[src/rtl/div_bcd_convert.sv]
// Captures the divider's quotient/remainder on a rising ready edge and converts
// both to packed BCD with a sequential shift-add-3 engine, one bit per cycle.
module div_bcd_convert #(
  parameter int unsigned WIDTH  = 32,
  parameter int unsigned DIGITS = 10
) (
  input  logic                  clk,
  input  logic                  reset,
  input  logic                  ready,
  input  logic [WIDTH-1:0]      quotient_in,
  input  logic [WIDTH-1:0]      remainder_in,
  output logic                  busy,
  output logic                  valid_out,
  output logic [4*DIGITS-1:0]   quotient_bcd,
  output logic [4*DIGITS-1:0]   remainder_bcd
);

  localparam int unsigned BCD_W = 4 * DIGITS;
  localparam int unsigned CNT_W = $clog2(WIDTH) + 1;

  typedef enum logic [1:0] {IDLE, CONV_Q, CONV_R, DONE} state_t;

  state_t             state;
  logic               ready_d;
  logic [WIDTH-1:0]   q_hold;
  logic [WIDTH-1:0]   r_hold;
  logic [BCD_W-1:0]   scratch;
  logic [BCD_W-1:0]   q_res;
  logic [CNT_W-1:0]   cnt;

  logic [BCD_W-1:0]   adj;
  logic [BCD_W-1:0]   step_q;
  logic [BCD_W-1:0]   step_r;
  logic               last_iter;

  // Add-3 on every digit >= 5; the MSB shifted out of the top digit is always 0.
  always_comb begin
    adj = scratch;
    for (int i = 0; i < int'(DIGITS); i++) begin
      if (scratch[4*i +: 4] >= 4'd5) adj[4*i +: 4] = scratch[4*i +: 4] + 4'd3;
    end
    step_q    = BCD_W'({adj, q_hold[WIDTH-1]});
    step_r    = BCD_W'({adj, r_hold[WIDTH-1]});
    last_iter = (cnt == CNT_W'(WIDTH - 1));
  end

  always_ff @(posedge clk) begin
    if (reset) begin
      state         <= IDLE;
      ready_d       <= 1'b0;
      q_hold        <= '0;
      r_hold        <= '0;
      scratch       <= '0;
      q_res         <= '0;
      cnt           <= '0;
      busy          <= 1'b0;
      valid_out     <= 1'b0;
      quotient_bcd  <= '0;
      remainder_bcd <= '0;
    end else begin
      ready_d   <= ready;
      valid_out <= 1'b0;
      case (state)
        IDLE: begin
          if (ready && !ready_d) begin
            q_hold  <= quotient_in;
            r_hold  <= remainder_in;
            scratch <= '0;
            cnt     <= '0;
            busy    <= 1'b1;
            state   <= CONV_Q;
          end
        end
        CONV_Q: begin
          q_hold <= q_hold << 1;
          if (last_iter) begin
            q_res   <= step_q;
            scratch <= '0;
            cnt     <= '0;
            state   <= CONV_R;
          end else begin
            scratch <= step_q;
            cnt     <= cnt + CNT_W'(1);
          end
        end
        CONV_R: begin
          r_hold <= r_hold << 1;
          if (last_iter) begin
            // Both results land on the same edge so consumers never see a mix.
            quotient_bcd  <= q_res;
            remainder_bcd <= step_r;
            valid_out     <= 1'b1;
            scratch       <= '0;
            cnt           <= '0;
            state         <= DONE;
          end else begin
            scratch <= step_r;
            cnt     <= cnt + CNT_W'(1);
          end
        end
        DONE: begin
          busy  <= 1'b0;
          state <= IDLE;
        end
        default: state <= IDLE;
      endcase
    end
  end

endmodule

[config.mk]
export PLATFORM = sky130hd
export DESIGN_NAME = div_bcd_convert
export DESIGN_NICKNAME = d
export VERILOG_FILES = /design/src/rtl/div_bcd_convert.sv
export SDC_FILE = /design/constraint.sdc
export NUM_CORES = 1
export LEC_CHECK = 0
export CORE_AREA = 2 2 161 116
export CTS_CLUSTER_DIAMETER = 50
export DETAILED_ROUTE_END_ITERATION = 8
export DIE_AREA = 0 0 163 118
export HOLD_SLACK_MARGIN = 0.12
export PLACE_DENSITY = 0.82
export SYNTH_ARGS = -nofsm -noshare
export SYNTH_HDL_FRONTEND = slang
export SYNTH_SLANG_ARGS = --single-unit
[constraint.sdc]
create_clock -name clk -period 5.1 [get_ports clk]
set_clock_uncertainty 0.2 [all_clocks]
set_input_delay 0.765 -clock clk [delete_from_list [all_inputs] [get_ports clk]]
set_output_delay 0.765 -clock clk [all_outputs]
set_load 0.05 [all_outputs]
* Word-level counts from Yosys, hierarchy flattened *
Cells that the tools add are included.
Widths: inputs -> output; s select.

word-level totals
  register bits = 235
  input bits = 67
  output and inout bits = 82
  logic and storage cells = 86

operators by class
  $add $sub $neg = 11
  magnitude comparators = 10
  equality and inequality tests = 7
  multiplexer cells = 28
  bitwise logic cells = 1
  reductions and logical operators = 18

operators by type and width
  operator             count
  $pmux 32 s2          2
  $mux 40              3
  $pmux 40 s3          1
  $mux 32              2
  $ge 4x3->1 const B   10
  $add 4x2->4 const B  9
  $mux 4               9
  $reduce_and 2->1     7
  $mux 6               2
  $pmux 6 s2           1
  $pmux 2 s4           1
  $reduce_bool 2->1    4
  $add 6x1->6 const B  1
  $eq 6x5->1 const B   1
  $mux 2               3
  $ne 2x2->1 const B   3
  $eq 2x2->1 const B   2
  $reduce_or 2->1      2
  $add 3x2->3 const B  1
  $mux 3               1
  $reduce_and 3->1     1
  $reduce_bool 3->1    1
  $eq 2x1->1 const B   1
  $logic_not 2->1      1
  5 further kinds      6

* Logic depth before layout (Yosys ltp) *
Gate-level depths: netlist (run 1).

  depth in word-level cells = 4
  gate-level depth with buffers = 8
  depth with buffers taken out = 6

* Worst setup path after synthesis (run 1) *
No wires, ideal clock.

  path kind = reg-to-reg
  start point = register state[0]
  end point = register cnt[3]
  library setup time = 0.074 ns
  arrival time = 1.785 ns
  data required time = 4.826 ns
  setup slack = 3.040 ns
  stages on the path, launching flop included = 9
  path buffers = 2
  period minus slack after synthesis = 2.060 ns
  cell sequence = dfxtp_1 > inv_1 > ha_1 > buf_2 > nand2b_1 > and2_4 > buf_6 > or4_1 > a31oi_1

between the ends
  longest elaborated chain between the ends = 4
  elaborated cells between the ends (all ways) = 8
  classes of those cells = eq/ne: 3; mux: 1; reduce/logical: 4

RTL lines
  what                                      RTL line  source
  start, declared                           23        state_t state;
  start signal, assigned                    49        state <= IDLE;
  start signal, assigned                    71        state <= CONV_Q;
  start signal, assigned                    80        state <= CONV_R;
  $eq 2x2->1 or $eq 2x1->1 (tied branches)  63        case (state)
  $reduce_or 2->1 (no line)                 --
  $reduce_bool 2->1 (no line)               --
  $reduce_and 2->1 (no line)                --
  end signal, assigned                      83        cnt <= cnt + CNT_W'(1);
  end signal, assigned                      98        cnt <= cnt + CNT_W'(1);
  end, declared                             29        logic [CNT_W-1:0] cnt;

Parallel ways exist; a longest one is shown, timed or not.
A chain may end at the register's enable or synchronous reset.

* Final worst setup path (run 1) *
  start point = input ready
  end point = register scratch[25]

between the ends
  longest elaborated chain between the ends = 3

RTL lines
  what                        RTL line  source
  start, declared             9         input logic ready,
  $logic_and 1x1->1           65        if (ready && !ready_d) begin
  $ne 2x2->1 (no line)        --
  $reduce_and 2->1 (no line)  --
  end signal, assigned        82        scratch <= step_q;
  end signal, assigned        97        scratch <= step_r;
  end, declared               27        logic [BCD_W-1:0] scratch;

Every way passes these cells.

==> results.toml, run 1 <==
[outcome]
status = "finished clean"

[placement]
post_dp_cell_area_sq_mm = 0.0117
place_inst = 1494
dpl.hpwl_mm = 14.7
portBuffers = 148
place_congestion = 0.813
dp_slack_ns = 1.67

[power]
clockPowerShare_pct = 35.5
seq_power_share_pct = 43.0
power_density_mw_per_mm2 = 399
p_comb_share_pct = 21.5
netSwitchingFraction_pct = 29.3
p_sw_mw = 1.46
vdd_drop_max_uv = 266
p_leak_nw = 3.99
intPower_mw = 3.51

[critical_path]
critical_path_class = "input pin to register"
arrival_ns = 3.14
worstPathCellList = "clkdlybuf4s50_1 -> nand2b_1 -> a21oi_2 -> nand2b_1 -> o41ai_1"
path_delay_family = "compound AO/OA/AOI/OAI gates"
path_common_cell = "nand2b_1"
slowest_delay_ns = 0.63
worst_ep_required_time_ns = 5.29
cp-end-kind = "register"
crit_buf_inv = 1
cp_slowest_cell = "a21oi_2"
start_kind = "input pin"
cp_max_fo = 22

[routing]
vias_per_cell = 5.73
highest_layer = "met4"
drtIter0Drc = 765
dr_wl_met2_mm = 10.4
ant_nets = 0
wl_met1_mm = 11.3
dr.pass1.iters = 5
vias = 8786
route.detailed.drc = 0
wirelength_mm = 23.4
dr_wl_met3_mm = 1.23
wl_per_cell_um = 15.3

[synthesis]
ys_seq_elements = 235
ys_top_cells_by_count = "dfxtp_1, nand2_1, a21oi_1"
ys_types = 39
synth_largest_area_cell = "dfxtp_1"
ys_warn_count = 0
synth_area_sq_mm = 0.0102
yosys_most_used_dff = "dfxtp_1"
postSynth.asyncResetShare_pct = 0
avgSynthCellArea_sq_um = 8.46
synth_edf_count = 0
syn_inst = 1207
yosysMostFrequentCell = "dfxtp_1"
syn-num-nets = 1300
synth_area_leaders = "dfxtp_1, a211oi_1, nand2_1"
netlist.area_leader.share_pct = 46.1
ys_seq_area_share_pct = 46.1

[clocking]
tritoncts = "yes"
clk_latency_ns = 0.50
cts_hold_buf = 0
clock-sinks = 235
clock_path_buffers = 3
htree_num_levels = 1
cts.clk_slew.worst_paths_ns = 0.07
post-cts-setup-buffer-count = 0
cts_resized = 0
cts_made_buffers = 22
cts_root_buffer = "clkbuf_16"

[global_routing]
grt_max_degree = 125
antenna_found_initial = 0
overflow = 0
grt_pass1_vias = 7885
grt_use_total_pct = 23.7
grt_pass1_wl_mm = 38.4

[timing]
setup_slack_ns = 2.15
slew_headroom_pct = 19.2
tightest_slew_ns = 1.21
rsz0062_at_grt = "false"
whs_ns = 0.247
fin_crit_sh_pct = 57.9
timing.fmax_mhz = 339
drv_slew = 0
setup_viol = 0
finalHoldViolCount = 0
finalSetupTns_ns = 0
min_period_ns = 2.95

[min_path]
hold_path_class = "register to register"

[floorplanning]
io-pin-count = 149
fp-row-count = 41
die_y_um = 118
start_util_pct = 57.7
die_area_sq_mm = 0.0192
fp.dieW_um = 163
coreArea_sq_mm = 0.0177

[flow_run]
cap_violations = 0

[cells_and_area]
synthToLayoutAreaGrowth_pct = 21.8
antennaDiodeCount = 0
fin_cells = 1533
nets = 1375
n_fill_cell = 1420
drive_gt1_share_pct = 4.39
design_area_sq_mm = 0.0124
placed cells by master (no fill, tap or decap), drive strengths merged, types with 3 or more instances in the layout:
master,instances
nand3,12
o41ai,9
clkdlybuf4s50,147
clkinv,6
nand2b,16
nor2b,12
a21oi,128
nor2,104
inv,23
clkbuf,28
nand2,190
or4,11
nand4b,4
o31ai,11
nor3,9
a211oi,119
and2,3
or3,66
ha,26
a31oi,4
o21ai,30
dfxtp,235
and3,4
buf,8
nor3b,12
mux2i,62
bufinv,4
path summary, 6_finish.rpt:
| kind | from | to | slack [ns] | depth (start not counted) |
|---|---|---|---|---|
| min | q_res[8] | quotient_bcd[8] | 0.25 | 2 |
| min reg2reg | q_res[8] | quotient_bcd[8] | 0.25 | 2 |
| max | ready | scratch[25] | 2.15 | 5 |
| max reg2reg | state[0] | scratch[25] | 2.18 | 5 |
stage by stage:
stage | utilization [%] | power, mW
3_5_place_dp | 65.9 | 3.23
6_report | 70.3 | 4.97
4_1_cts | 70.3 | 4.99
2_1_floorplan | - | 3.01
5_1_grt | 70.3 | 5.22
3_3_place_gp | 65.9 | 3.20
kinds of logic (layout without fill, tap and decap cells):
group / count (synthesis) / after routing / synth area share (%)
simple gates: 446 / 446 / 20.5
compound gates: 311 / 311 / 19.1
flops: 235 / 235 / 46.1
buf+inv: 127 / 217 / 5.10
mux: 62 / 62 / 6.08
fa+ha+maj: 26 / 26 / 3.19
routing by layer:
layer,track usage [%],vias to the layer above
met2,36.5,242
met3,3.77,38
li1,-,4421
met4,6.53,0
met5,0,-
met1,34.5,4085
sequential cells by signal, summed over array words and instances (netlist names):
name / flops
busy: 1
cnt: 6
q_hold: 32
q_res: 40
quotient_bcd: 40
r_hold: 32
ready_d: 1
remainder_bcd: 40
scratch: 40
state: 2
valid_out: 1
cell type report:
class / instances / area, sq um / area share, %
Tap cell: 236 / 295 / 2.37
Clock inverter: 11 / 161 / 1.30
Inverter: 23 / 86.3 / 0.694
Sequential cell: 235 / 4700 / 37.8
Clock buffer: 28 / 624 / 5.02
Multi-Input combinational cell: 845 / 5020 / 40.4
Timing Repair Buffer: 155 / 1550 / 12.4
tightest hold or removal path: stages, from the launching register on:
cell and delay [ns]:
dfxtp_1 0.31, nand2_1 0.05, a21oi_1 0.05
power by group through the flow:
stage,Clock (mW),Sequential [mW],Combinational [mW]
finish,1.77,2.14,1.07
detailed placement,0,2.17,1.06
floorplan,0,2.15,0.855
global route,1.87,2.16,1.19
global placement,0,2.17,1.03
CTS,1.79,2.14,1.07
Power figures use the tool's default switching activity.
==> run 2: changes to the inputs <==
==> config.mk (replaced) <==
export PLATFORM = sky130hd
export DESIGN_NAME = div_bcd_convert
export DESIGN_NICKNAME = d
export VERILOG_FILES = /design/src/rtl/div_bcd_convert.sv
export SDC_FILE = /design/constraint.sdc
export NUM_CORES = 1
export LEC_CHECK = 0
export CORE_AREA = 2 2 176 126
export CTS_CLUSTER_DIAMETER = 50
export DETAILED_ROUTE_END_ITERATION = 8
export DIE_AREA = 0 0 178 128
export HOLD_SLACK_MARGIN = 0.12
export PLACE_DENSITY = 0.73
export SYNTH_ARGS = -nofsm -noshare
export SYNTH_HDL_FRONTEND = slang
export SYNTH_SLANG_ARGS = --single-unit
==> constraint.sdc (replaced) <==
create_clock -name clk -period 2.5 [get_ports clk]
set_clock_uncertainty 0.2 [all_clocks]
set_input_delay 0.375 -clock clk [delete_from_list [all_inputs] [get_ports clk]]
set_output_delay 0.375 -clock clk [all_outputs]
set_load 0.05 [all_outputs]
==> results.toml, run 2 (synthesis results as in run 1) <==
[power]
p_leak_nw = 4.10
seq_power_share_pct = 42.6
power.total_mw = 10.2
p_comb_share_pct = 23.3
p_sw_mw = 3.04
netSwitchingFraction_pct = 29.7
intPower_mw = 7.20
vdd_drop_max_uv = 452
power_density_mw_per_mm2 = 806
clockPowerShare_pct = 34.1

[timing]
tightest_slew_ns = 0.641
fin_crit_sh_pct = 91.7
finalHoldViolCount = 0
whs_ns = 0.150
min_period_ns = 2.29
finalSetupTns_ns = 0
timing.fmax_mhz = 436
setup_viol = 0
slew_headroom_pct = 57.3
setup_slack_ns = 0.207
rsz0062_at_grt = "false"
drv_slew = 0

[global_routing]
grt_pass1_wl_mm = 39.2
grt_use_total_pct = 20.6
grt_max_degree = 79
antenna_found_initial = 0
overflow = 0
grt_pass1_vias = 7953

[critical_path]
start_kind = "register"
worst_ep_required_time_ns = 1.92
crit_start = "remainder_bcd[38]"
rr_startpoint = "state[0]"
arrival_ns = 1.72
cp_max_fo = 2
path_delay_family = "buffers and inverters"
cp_slowest_cell = "clkdlybuf4s50_1"
worstPathCellList = "clkdlybuf4s50_1"
cp-end-kind = "output port"
critical_path_class = "register to output port"
crit_buf_inv = 1
slowest_delay_ns = 0.88

[floorplanning]
die_area_sq_mm = 0.0228
coreArea_sq_mm = 0.0212
start_util_pct = 48.1
io-pin-count = 149
fp-row-count = 45
fp.dieW_um = 178
die_y_um = 128

[cells_and_area]
seqCellArea_sq_mm = 0.00470
antennaDiodeCount = 0
final_common_cell = "dfxtp_1"
most-common-layout-cells = "dfxtp_1, nand2_1, clkdlybuf4s50_1"
multiInputGateArea_sq_mm = 0.00502
design_area_sq_mm = 0.0127
drive_gt1_share_pct = 5.68
nets = 1396
synthToLayoutAreaGrowth_pct = 24.4
n_fill_cell = 1881

[routing]
vias = 8650
wirelength_mm = 23.7
ant_nets = 0
vias_per_cell = 5.40
wl_per_cell_um = 14.8
drtIter0Drc = 478
route.detailed.drc = 0
dr.pass1.iters = 5

[clocking]
htree_num_levels = 1
cts_made_buffers = 24
clock-sinks = 235
cts_resized = 0
cts_hold_buf = 0
clk_latency_ns = 0.51
cts.clk_slew.worst_paths_ns = 0.06
cts_root_buffer = "clkbuf_16"
tritoncts = "yes"
clock_path_buffers = 3
post-cts-setup-buffer-count = 0

[placement]
portBuffers = 148
place_congestion = 0.835
post_dp_cell_area_sq_mm = 0.0119
dpl.hpwl_mm = 15.3
dp_slack_ns = 0.119

[min_path]
hold_path_class = "input pin to register"
min-delay-start = "reset"

[outcome]
status = "finished clean"

[flow_run]
cap_violations = 0
-- run 2: changes by cell type in the layout (fill, tap and decap cells not counted), sizes merged --
cell,before,now
buf,8,27
clkbuf,28,37
bufinv,4,1
clkinvlp,1,0
-- run 2: path summary, 6_finish.rpt --
| check | to | slack (ns) | cells after the start |
|---|---|---|---|
| worst min register to register | quotient_bcd[18] | 0.25 | 2 |
| worst max register to register | scratch[14] | 0.25 | 6 |
| worst max-delay path | remainder_bcd[38] | 0.21 | 1 |
| worst min-delay path | r_hold[0] | 0.15 | 2 |
-- run 2: metrics by stage --
step / util (%) / std cells
6_report: 59.8 / 1603
5_1_grt: 59.8 / 1603
4_1_cts: 59.8 / 1603
3_5_place_dp: 56.2 / 1559
3_3_place_gp: 56.2 / 1559
2_1_floorplan: - / 1207
-- run 2: metal layers --
metal | GRT usage [%] | wire length [um]
met1 | 30.4 | 12200
met2 | 32.1 | 9960
met3 | 3.44 | 1330
met4 | 3.66 | 230
met5 | 0 | 0
-- run 2: power groups by stage --
| stage | clock network, mW | logic [mW] | registers (mW) |
|---|---|---|---|
| final | 3.50 | 2.38 | 4.36 |
| after detailed placement | 0 | 2.38 | 4.44 |
| after global routing | 3.76 | 2.66 | 4.41 |
| after CTS | 3.58 | 2.40 | 4.36 |
| after global placement | 0 | 2.34 | 4.42 |
| after floorplan | 0 | 1.74 | 4.39 |
-- run 2: area by class of cell --
class	count	share of cell area, %
Clock buffer	37	5.60
Clock inverter	7	0.473
Inverter	23	0.680
Multi-Input combinational cell	845	39.5
Sequential cell	235	37.0
Tap cell	282	2.78
Timing Repair Buffer	174	13.9
==> run 3: changes to the inputs <==
--- a/config.mk
+++ b/config.mk
@@ -6,6 +6,7 @@
 export NUM_CORES = 1
 export LEC_CHECK = 0
 export CORE_AREA = 2 2 176 126
+export CTS_BUF_LIST = sky130_fd_sc_hd__clkbuf_4 sky130_fd_sc_hd__clkbuf_8 sky130_fd_sc_hd__clkbuf_16
 export CTS_CLUSTER_DIAMETER = 50
 export DETAILED_ROUTE_END_ITERATION = 8
 export DIE_AREA = 0 0 178 128
==> results.toml, run 3 (synthesis results as in run 1) <==
[outcome]
status = "finished clean"

[power]
power_density_mw_per_mm2 = 812
p_comb_share_pct = 23.1
p_leak_nw = 4.13
p_sw_mw = 3.04
netSwitchingFraction_pct = 29.5
clockPowerShare_pct = 34.7
intPower_mw = 7.29
vdd_drop_max_uv = 450
seq_power_share_pct = 42.2

[cells_and_area]
nets = 1396
seqCellArea_sq_mm = 0.00470
antennaDiodeCount = 0
design_area_sq_mm = 0.0127
drive_gt1_share_pct = 6.28
most-common-layout-cells = "dfxtp_1, nand2_1, clkdlybuf4s50_1"
final_common_cell = "dfxtp_1"
multiInputGateArea_sq_mm = 0.00502
n_fill_cell = 1873
synthToLayoutAreaGrowth_pct = 24.7

[timing]
tightest_slew_ns = 0.640
drv_slew = 0
fin_crit_sh_pct = 91.8
finalSetupTns_ns = 0
min_period_ns = 2.29
rsz0062_at_grt = "false"
slew_headroom_pct = 57.4
timing.fmax_mhz = 436
finalHoldViolCount = 0
setup_viol = 0

[clocking]
tritoncts = "yes"
cts.clk_slew.worst_paths_ns = 0.06
post-cts-setup-buffer-count = 0
cts_resized = 0
clk_latency_ns = 0.51
clock-sinks = 235
clock_path_buffers = 3
cts_made_buffers = 24
htree_num_levels = 1
cts_root_buffer = "clkbuf_16"
cts_hold_buf = 0

[min_path]
hold_path_class = "input pin to register"

[routing]
ant_nets = 0
dr.pass1.iters = 6
vias = 8656
vias_per_cell = 5.40
route.detailed.drc = 0
drtIter0Drc = 541
wirelength_mm = 23.7
wl_per_cell_um = 14.8

[global_routing]
antenna_found_initial = 0
grt_pass1_vias = 7958
grt_use_total_pct = 20.6
grt_pass1_wl_mm = 39.2
overflow = 0
grt_max_degree = 79

[floorplanning]
coreArea_sq_mm = 0.0212
start_util_pct = 48.1
fp-row-count = 45
io-pin-count = 149
fp.dieW_um = 178
die_y_um = 128
die_area_sq_mm = 0.0228

[critical_path]
cp_slowest_cell = "clkdlybuf4s50_1"
crit_buf_inv = 1
slowest_delay_ns = 0.88
start_kind = "register"
critical_path_class = "register to output port"
worstPathCellList = "clkdlybuf4s50_1"
worst_ep_required_time_ns = 1.92
cp_max_fo = 2
path_delay_family = "buffers and inverters"
cp-end-kind = "output port"
arrival_ns = 1.72

[placement]
dpl.hpwl_mm = 15.3
portBuffers = 148
post_dp_cell_area_sq_mm = 0.0119
place_congestion = 0.835

[flow_run]
cap_violations = 0
==> run 3: cell type report <==
type | instances | area share (%)
repair buffers | 174 | 13.9
multi-input cells | 845 | 39.4
clock inverters | 7 | 0.472
clock buffers | 37 | 5.82
inverters | 23 | 0.678
well taps | 282 | 2.77
flip-flops and latches | 235 | 37.0
==> run 3: per-layer routing <==
| layer | up-vias | wire, um | GRT usage [%] |
|---|---|---|---|
| li1 | 4457 | - | - |
| met1 | 3954 | 12100 | 30.4 |
| met2 | 224 | 10000 | 32.1 |
| met3 | 21 | 1390 | 3.44 |
| met4 | 0 | 210 | 3.66 |
| met5 | - | 0 | 0 |
==> run 3: path summary, 6_finish.rpt <==
check | start | end | slack (ns) | cells after the start
worst max register to register | state[0] | scratch[14] | 0.25 | 6
worst min register to register | q_res[38] | quotient_bcd[38] | 0.25 | 2
worst max-delay path | remainder_bcd[38] | remainder_bcd[38] | 0.21 | 1
worst min-delay path | reset | q_res[18] | 0.15 | 2
==> run 3: power groups by stage <==
| stage | registers, mW | logic [mW] | clock network (mW) |
|---|---|---|---|
| final | 4.36 | 2.39 | 3.59 |
| after global routing | 4.41 | 2.66 | 3.84 |
| after CTS | 4.36 | 2.40 | 3.67 |
| after detailed placement | 4.44 | 2.38 | 0 |
| after global placement | 4.42 | 2.34 | 0 |
| after floorplan | 4.39 | 1.74 | 0 |
==> run 3: through the flow <==
stage,instances,power (mW),utilization [%],setup slack [ns],hold slack [ns]
6_report,1603,10.3,60.0,0.205,0.145
5_1_grt,1603,10.9,60.0,0.129,0.172
2_1_floorplan,1207,6.14,-,0.440,0.232
4_1_cts,1603,10.4,60.0,0.186,0.141
3_5_place_dp,1559,6.82,56.2,0.119,0.243
3_3_place_gp,1559,6.76,56.2,0.157,0.239
==> variant: new RTL, config.mk and constraints of run 2 <==
Set the parameter `WIDTH` to 64 (it was 32).
--- a/src/rtl/div_bcd_convert.sv
+++ b/src/rtl/div_bcd_convert.sv
@@ -1,7 +1,7 @@
 // Captures the divider's quotient/remainder on a rising ready edge and converts
 // both to packed BCD with a sequential shift-add-3 engine, one bit per cycle.
 module div_bcd_convert #(
-  parameter int unsigned WIDTH  = 32,
+  parameter int unsigned WIDTH  = 64,
   parameter int unsigned DIGITS = 10
 ) (
   input  logic                  clk,
Ports: changed (resized quotient_in and remainder_in); port bits go from 149 to 213. No check against the original RTL was run, so the function may have changed too.
==> variant against run 2 <==
  * Non-clock buffer count increased by 69
  * Cell count increased by 17%
  * Sequential share of layout area increased by 0.70 points
  * Routed wire length increased by 19%
  * Maximum frequency decreased by 2.1%
  * Critical path depth unchanged
  * Worst setup slack got worse by 0.048 ns
  * Synthesized area increased by 23%
  * Final area increased by 25%
  * Sequential cell count increased by 65
Power is not compared: it rests on default switching activity, and its combinational part moved more than twofold at a synthesized area within 25%.
==> variant: results (changes against run 2) <==
outcome=complete, no violations; Synth area leaders=dfxtp_1 48%, mux2i_1 11%, a211oi_1 9.8%; RePlAce Congestion=0.8047 (-3.6%); Largest regs=q_hold x64, r_hold x64; grt met1 use=0.3500 (+0.04587); post-synthesis compound-gate area fraction=0.1787 (-0.01235); PortBufs=212 (+43%); CTS Buf Count=29 (+21%); FILL cells=1581 (-16%); CP startpoint=quotient_bcd[37]; Total GRT Usage=0.2472 (+0.04076); drt wl/cell=15.06 microns (+2.0%); total wire length=28270 microns (+19%); vias in the first global route=9753 (+23%); post-placement cell count=1826 (+17%); maximum VDD drop=about 0.7 mV; Avg Inst Size Synth=8.893 sq um (+5.1%); Worst EP arrival=1.77 ns (+0.05 ns); WL met3=1508 microns (+14%); clk_lat worst skew=0.53 ns (+0.02 ns); routed length on met1=13690 microns (+13%); first-pass GRT wire length=47130 microns (+20%); Synth Area in XOR/XNOR=0.006955 (+0.006955); root buffer cell=clkbuf_16; first-pass detailed-route iteration total=5 (unchanged); Clk power=just over 4000 uW; min-delay worst type=register to register; first-iteration detailed-routing DRC count=547 (+14%); synth unique cells=36 (-7.7%); combinational cell power=~4800 uW; Via density=5.529 (+2.5%); met2 wire length=12610 microns (+27%); post-CTS sizing=0 (unchanged); CTS Hold Bufs=1 (+1); Synth top cells by count=300 x dfxtp_1, 206 x nor2_1, 192 x nand2_1; R2R depth=7 (+1); Synth Area in Adders=0.02583 (-0.006020); routing usage on met3=0.04715 (+0.01275); slowest stage delay, CP=0.91 ns (+0.03 ns); nets=1733 (+24%); clk buf depth=3 (unchanged); Hold Crit Start=q_res[23]; post-synthesis sequential area ratio=0.4769 (+0.01628); busiest grt layer=met2; share of layout cells above drive strength 1=0.05266 (-0.004111); Critical R2R Launch=cnt[0]; syn nets=1573 (+21%); Post-DP Area=15000 sq um (+26%); largest net degree at the start of global routing=82 (+3.8%); pre-CTS setup slack=0.1559 ns (+0.03732 ns); GR Util met2=0.3951 (+0.07433); Slew @ Worst Pin=0.6604 ns (+0.01960 ns); max layer used=met4; mux cell area share after synthesis=0.1130 (+0.05221); hpwl dp=18580 microns (+21%)
[variant: changes by cell type in the layout (fill, tap and decap cells not counted), moves of 12 or more]
cell	delta
clkdlybuf4s50_1	+64
a22oi_1	+22
dfxtp_1	+65
a21oi_1	-12
a211oi_1	+46
o21ai_0	-17
or3_1	-66
nor2_1	+102
mux2i_1	+79
[variant: final cells by class]
type                            instances  area (sq um)  share of cell area
Clock buffer                           46         879.6             0.05528
Clock inverter                          4         20.02            0.001258
Inverter                               24         90.09            0.005662
Multi-Input combinational cell        978          6026              0.3787
Sequential cell                       300          6006              0.3774
Tap cell                              282         352.8             0.02218
Timing Repair Buffer                  243          2537              0.1595
[variant: final timing paths]
kind	to	slack (ns)
max	quotient_bcd[37]	0.16
min reg2reg	quotient_bcd[23]	0.25
max reg2reg	q_res[4]	0.24
min	quotient_bcd[23]	0.25
